===== config.mk =====
export PLATFORM = sky130hd
export DESIGN_NAME = ifu
export DESIGN_NICKNAME = d
export VERILOG_FILES = /design/src/rtl/ifu.sv
export SDC_FILE = /design/constraint.sdc
export NUM_CORES = 1
export LEC_CHECK = 0
export ABC_AREA = 0
export BUFFER_PORTS_ARGS = -buffer_cell sky130_fd_sc_hd__buf_2
export CORE_AREA = 2 2 39 41
export CTS_CLUSTER_DIAMETER = 40
export DETAILED_ROUTE_END_ITERATION = 10
export DIE_AREA = 0 0 41 43
export GPL_ROUTABILITY_DRIVEN = 0
export MAX_ROUTING_LAYER = met4
export PLACE_DENSITY_LB_ADDON = 0.15
export SLEW_MARGIN = 20
export SYNTH_ARGS = -nofsm -noshare
export SYNTH_HDL_FRONTEND = slang
export SYNTH_SLANG_ARGS = --single-unit

===== constraint.sdc =====
create_clock -name CLOCK -period 3.7 [get_ports CLOCK]
set_input_delay 0.37 -clock CLOCK [delete_from_list [all_inputs] [get_ports CLOCK]]
set_output_delay 0.37 -clock CLOCK [all_outputs]
set_load 0.02 [all_outputs]

===== src/rtl/ifu.sv =====
// Instruction fetch unit: sequential PC with wrap-around and a fixed, byte-addressed
// read-only program memory assembled little-endian into a 32-bit instruction word.
module ifu #(
    parameter int          MEM_BYTES = 32,
    parameter logic [31:0] RESET_PC  = 32'h0000_0000
) (
    input  logic        CLOCK,
    input  logic        RESET,
    output logic [31:0] Instruction_Code
);

    localparam int AW = $clog2(MEM_BYTES);

    // Only the low AW bits of the PC are stored; the upper bits are always zero.
    logic [AW-1:0] pc_q = RESET_PC[AW-1:0];
    logic [AW-1:0] pc_d;

    function automatic logic [7:0] rom_byte(input logic [AW-1:0] a);
        logic [31:0] addr;
        logic [31:0] word;
        addr = 32'(a);
        case (addr[31:2])
            30'd0:   word = 32'h0050_0093;
            30'd1:   word = 32'h0030_0113;
            30'd2:   word = 32'h0020_81B3;
            30'd3:   word = 32'h4020_8233;
            30'd4:   word = 32'h0020_F2B3;
            30'd5:   word = 32'h0020_E333;
            30'd6:   word = 32'h0020_C3B3;
            30'd7:   word = 32'h0000_0013;
            default: word = 32'h0000_0000;
        endcase
        case (addr[1:0])
            2'd0:    rom_byte = word[7:0];
            2'd1:    rom_byte = word[15:8];
            2'd2:    rom_byte = word[23:16];
            default: rom_byte = word[31:24];
        endcase
    endfunction

    always_comb begin
        pc_d = pc_q + AW'(4);
        if (RESET) begin
            pc_d = RESET_PC[AW-1:0];
        end
    end

    always_ff @(posedge CLOCK) begin
        pc_q <= pc_d;
    end

    assign Instruction_Code = {rom_byte(pc_q + AW'(3)),
                               rom_byte(pc_q + AW'(2)),
                               rom_byte(pc_q + AW'(1)),
                               rom_byte(pc_q)};

endmodule


# ---- Word level (Yosys, flattened, before mapping)
# Memories as Yosys holds them, arrays and structs flattened. A register that Yosys moved wholly into a read port is not among the register bits.
# Index checks and enable logic that the tools add are counted.
dict set report op_classes {
  n_addsub 4
  reduce_logical 4
  n_eq_ne 8
  mux 5
}
# cell count
set op_table {}
lappend op_table {{8-bit case mux with 3 select lines} 4}
lappend op_table {{5-bit by 2-bit adder with 5-bit output (second input constant)} 2}
lappend op_table {{2-bit by 1-bit == test with 1-bit output (second input constant)} 4}
lappend op_table {{2-bit == test (second input constant)} 4}
lappend op_table {{2-bit zero test} 4}
lappend op_table {{5-bit by 1-bit adder with 5-bit output (second input constant)} 1}
lappend op_table {{5-bit by 3-bit adder with 5-bit output (second input constant)} 1}
lappend op_table {{3-bit 2-to-1 mux} 1}
dict set report word_totals {
  reg_bits 5
  word_cells 26
  out_inout_bits 32
  mem_bits_ro 384
  input_bits 2
  n_memories 4
}
# name depth word_bits rd rd_ports_with_merged_regs write_ports line
set memory_table {}
lappend memory_table {{(no name shown)} 8 12 1 0 0 22} ;# case (addr[31:2])
lappend memory_table {{(no name shown)} 8 12 1 0 0 22}
lappend memory_table {{(no name shown)} 8 12 1 0 0 22}
lappend memory_table {{(no name shown)} 8 12 1 1 0 22}

# ---- Longest topological paths before layout
dict set report logic_depth {
  depth_word 3
  ltp_mapped 4
  mapped_depth_nobuf 4
}

# ---- Worst setup path after synthesis
# OpenSTA, ideal clock, no wires.
dict set report synth_path {
  path_type {flip-flop to output port}
  startpoint {register pc_q[2]}
  endpoint {output Instruction_Code[21]}
  arrival_time_ns 1.172
  path_stages_with_launch 5
  setup_slack_ns 2.158
  path_buffers 0
  t_required_ns 3.330
  path_cell_list {dfxtp_1 -> inv_1 -> ha_1 -> nor2b_1 -> a21oi_1}
}
dict set report synth_between {
  elab_chain_len 3
}
# item line
set synth_lines {}
lappend synth_lines {{from (decl)} 15} ;# logic [AW-1:0] pc_q = RESET_PC[AW-1:0];
lappend synth_lines {{from (signal assigned)} 49} ;# pc_q <= pc_d;
lappend synth_lines {{5-bit by 2-bit adder with 5-bit output} 53} ;# rom_byte(pc_q + AW'(2)),
lappend synth_lines {{memory read 8 x 12 bit} --}
lappend synth_lines {{8-bit case mux with 3 select lines} 33} ;# case (addr[1:0])
lappend synth_lines {{to (decl)} 9} ;# output logic [31:0] Instruction_Code
# No other way between the ends.

# ---- Worst setup path after layout
dict set report layout_path {
  startpoint {register pc_q[3]}
  endpoint {output Instruction_Code[9]}
}
dict set report layout_between {
  elab_chain_len 3
}
# item line
set layout_lines {}
lappend layout_lines {{5-bit by 1-bit adder with 5-bit output} 54} ;# rom_byte(pc_q + AW'(1)),
lappend layout_lines {{memory read 8 x 12 bit} --}
lappend layout_lines {{8-bit case mux with 3 select lines} 33}
# No other way between the ends.

==> impl_metrics.py <==
metrics = {
    "outcome": {
        "outcome": "completed",
    },
    "pwr": {
        "p_leak_nw": 0.270,
        "ir_drop_v": 0.000193,
        "p_per_area_nw_per_um2": 456,
    },
    "drt": {
        "via_count": 274,
        "wl_per_cell_um": 7.03,
        "dr_wl_met3_um": 65,
        "drtIter0Drc": 0,
        "drc": 0,
        "met2_length_um": 272,
        "ant_nets": 0,
        "wl_um": 562,
        "wl_met1_um": 224,
        "highest_layer": "met3",
        "viasPerCell": 3.43,
        "dr.pass1.iters": 1,
    },
    "final_layout": {
        "design_area_um2": 433,
        "fin_cells": 80,
        "fin_nets": 71,
        "drive_gt1_frac": 0.266,
        "antenna_cells": 0,
        "syn_to_final_growth_pct": 6.13,
    },
    "timing": {
        "drv_slew": 0,
        "fin_crit_ns": 1.70,
        "rsz0062_at_grt": "false",
        "setup_tns_ns": 0,
        "timing.final.crit_share": 0.459,
        "hold_viol_final": 0,
        "max_freq_ghz": 0.589,
        "setup_viol": 0,
        "timing.clock.skew_ns": 0.00164,
        "fin_ws_ns": 2.00,
    },
    "place": {
        "io_buffers": 13,
        "dpl.cell_count": 76,
        "place_ws_ns": 2.23,
        "dp_hpwl_um": 474,
        "post_dp_cell_area_um2": 407,
    },
    "worst_setup_path": {
        "path_cells": "ha_1 -> and2b_4 -> a21o_1 -> buf_2",
        "cp-start-kind": "register",
        "cp_max_fo": 6,
        "crit_path_end_kind": "primary output",
        "required_ns": 3.33,
        "crit_type": "register to primary output",
        "cp_slowest_cell": "dfxtp_1",
        "worst_path_largest_cell_delay_ns": 0.41,
        "cp.arrival_ns": 1.33,
    },
    "clocking": {
        "clock-sinks": 5,
        "cts_made_buffers": 3,
        "root_buffer": "clkbuf_4",
        "cts_resized": 0,
        "ctsHoldBuffers": 0,
        "clkTransAtPathRegs_ns": 0.05,
        "tritoncts": "built",
        "post_cts_buffers": 0,
        "clockBufferDepth": 2,
        "insertion_delay_ns": 0.24,
        "htreeDepth": 1,
    },
    "floorplan": {
        "die-area_um2": 1760,
        "rows": 14,
        "start_util": 0.295,
        "die_h_um": 43,
        "ioPinCount": 34,
        "core_um2": 1380,
        "dieWidth_um": 41,
    },
    "synth": {
        "synthCells": 50,
        "netlist_area_um2": 408,
        "yosysWarnings": 0,
        "ys_ff_latch": 5,
        "yosys.area.top_type_share": 0.368,
        "syn_area_per_cell_um2": 8.16,
        "synth_cell_type_count": 13,
        "yosysTopAreaCell": "buf_4",
        "ys_seq_area_frac": 0.245,
        "ys_top_cells_by_area": "buf_4, dfxtp_1, ha_1, nor2_1, nor2b_1",
    },
    "global_route": {
        "grt_max_degree": 7,
        "grt_pass1_vias": 220,
        "globalRoute.totalOverflow": 0,
        "antenna_found_initial": 0,
        "grt_pass1_wl_um": 821,
        "grt_util_all_layers": 0.0711,
    },
    "min_path": {
        "hold_class": "input port to register",
    },
    "job": {
        "drv_cap": 0,
    },
}
-- report_power, final --
group | total (mW) | internal (mW) | switching (mW)
clock network | 0.0629 | 0.0408 | 0.0221
registers | 0.0635 | 0.0592 | 0.00435
logic | 0.0711 | 0.0201 | 0.0510
total | 0.198 | 0.120 | 0.0775
-- cell usage in the layout, fill, tap and decap left out, drive strengths merged --
| cell type | n |
|---|---|
| clkbuf | 4 |
| a21oi | 1 |
| ha | 4 |
| dfxtp | 5 |
| nor2b | 3 |
| inv | 4 |
| a211oi | 1 |
| nor2 | 5 |
| and2b | 1 |
| and2 | 1 |
| buf | 13 |
| conb | 20 |
| a21o | 2 |
-- cell usage after synthesis, drive strengths merged --
library cell  count
buf              20
a21oi             1
nor2              5
and2              1
inv               4
nor2b             3
a21o              2
clkbuf            1
and2b             1
dfxtp             5
ha                4
conb              2
a211oi            1
-- worst paths after layout --
path | start | end | slack, ns | cells after the start
setup / recovery | pc_q[3] | Instruction_Code[9] | 2.00 | 4
hold / removal | RESET | pc_q[3] | 0.34 | 2
setup reg to reg | pc_q[2] | Instruction_Code[5] | 2.41 | 4
hold reg to reg | pc_q[2] | pc_q[2] | 0.52 | 1
-- worst max-delay path, delay by kind of cell, from the launching register on --
family	cells	cell delay, ns
AOI/OAI and AO/OA	1	0.14
adders and majority gates	1	0.20
buffers and inverters	1	0.15
and+or+nand+nor	1	0.19
DFF	1	0.41
-- area by class of cell --
cell class / instances / area, um2
Clock buffer: 4 / 26.3
Fill cell: 180 / 951
Inverter: 4 / 15.0
Multi-Input combinational cell: 38 / 206
Sequential cell: 5 / 100
Tap cell: 16 / 20.0
Timing Repair Buffer: 13 / 65.1
-- per-stage QoR --
step	utilization	hold WS, ns	total power [mW]
floorplan	-	0.442	0.136
global placement	0.294	0.516	0.136
detailed placement	0.294	0.523	0.136
CTS	0.313	0.334	0.202
global route	0.313	0.329	0.212
finish	0.313	0.338	0.198
-- cells by family (layout without fill, tap and decap cells) --
family                   after synthesis  count (layout)  synth area share
other                                  2              20            0.0184
AO/OA/AOI/OAI                          4               4            0.0675
flip-flops                             5               5             0.245
AND/OR/NAND/NOR                       10              10             0.132
adder cells (fa/ha/maj)                4               4             0.123
buffers and inverters                 25              21             0.414
-- routing by layer --
metal | GRT usage | vias to the layer above
met2 | 0.109 | 18
met1 | 0.0712 | 118
li1 | - | 138
met4 | 0.0400 | 0
met5 | - | -
met3 | 0.0314 | 0
-- state kept, by name (all words and copies together) (netlist names) --
register / cells
Instruction_Code: 2
pc_q: 3
Note: power is estimated with default switching activity, not from simulation.
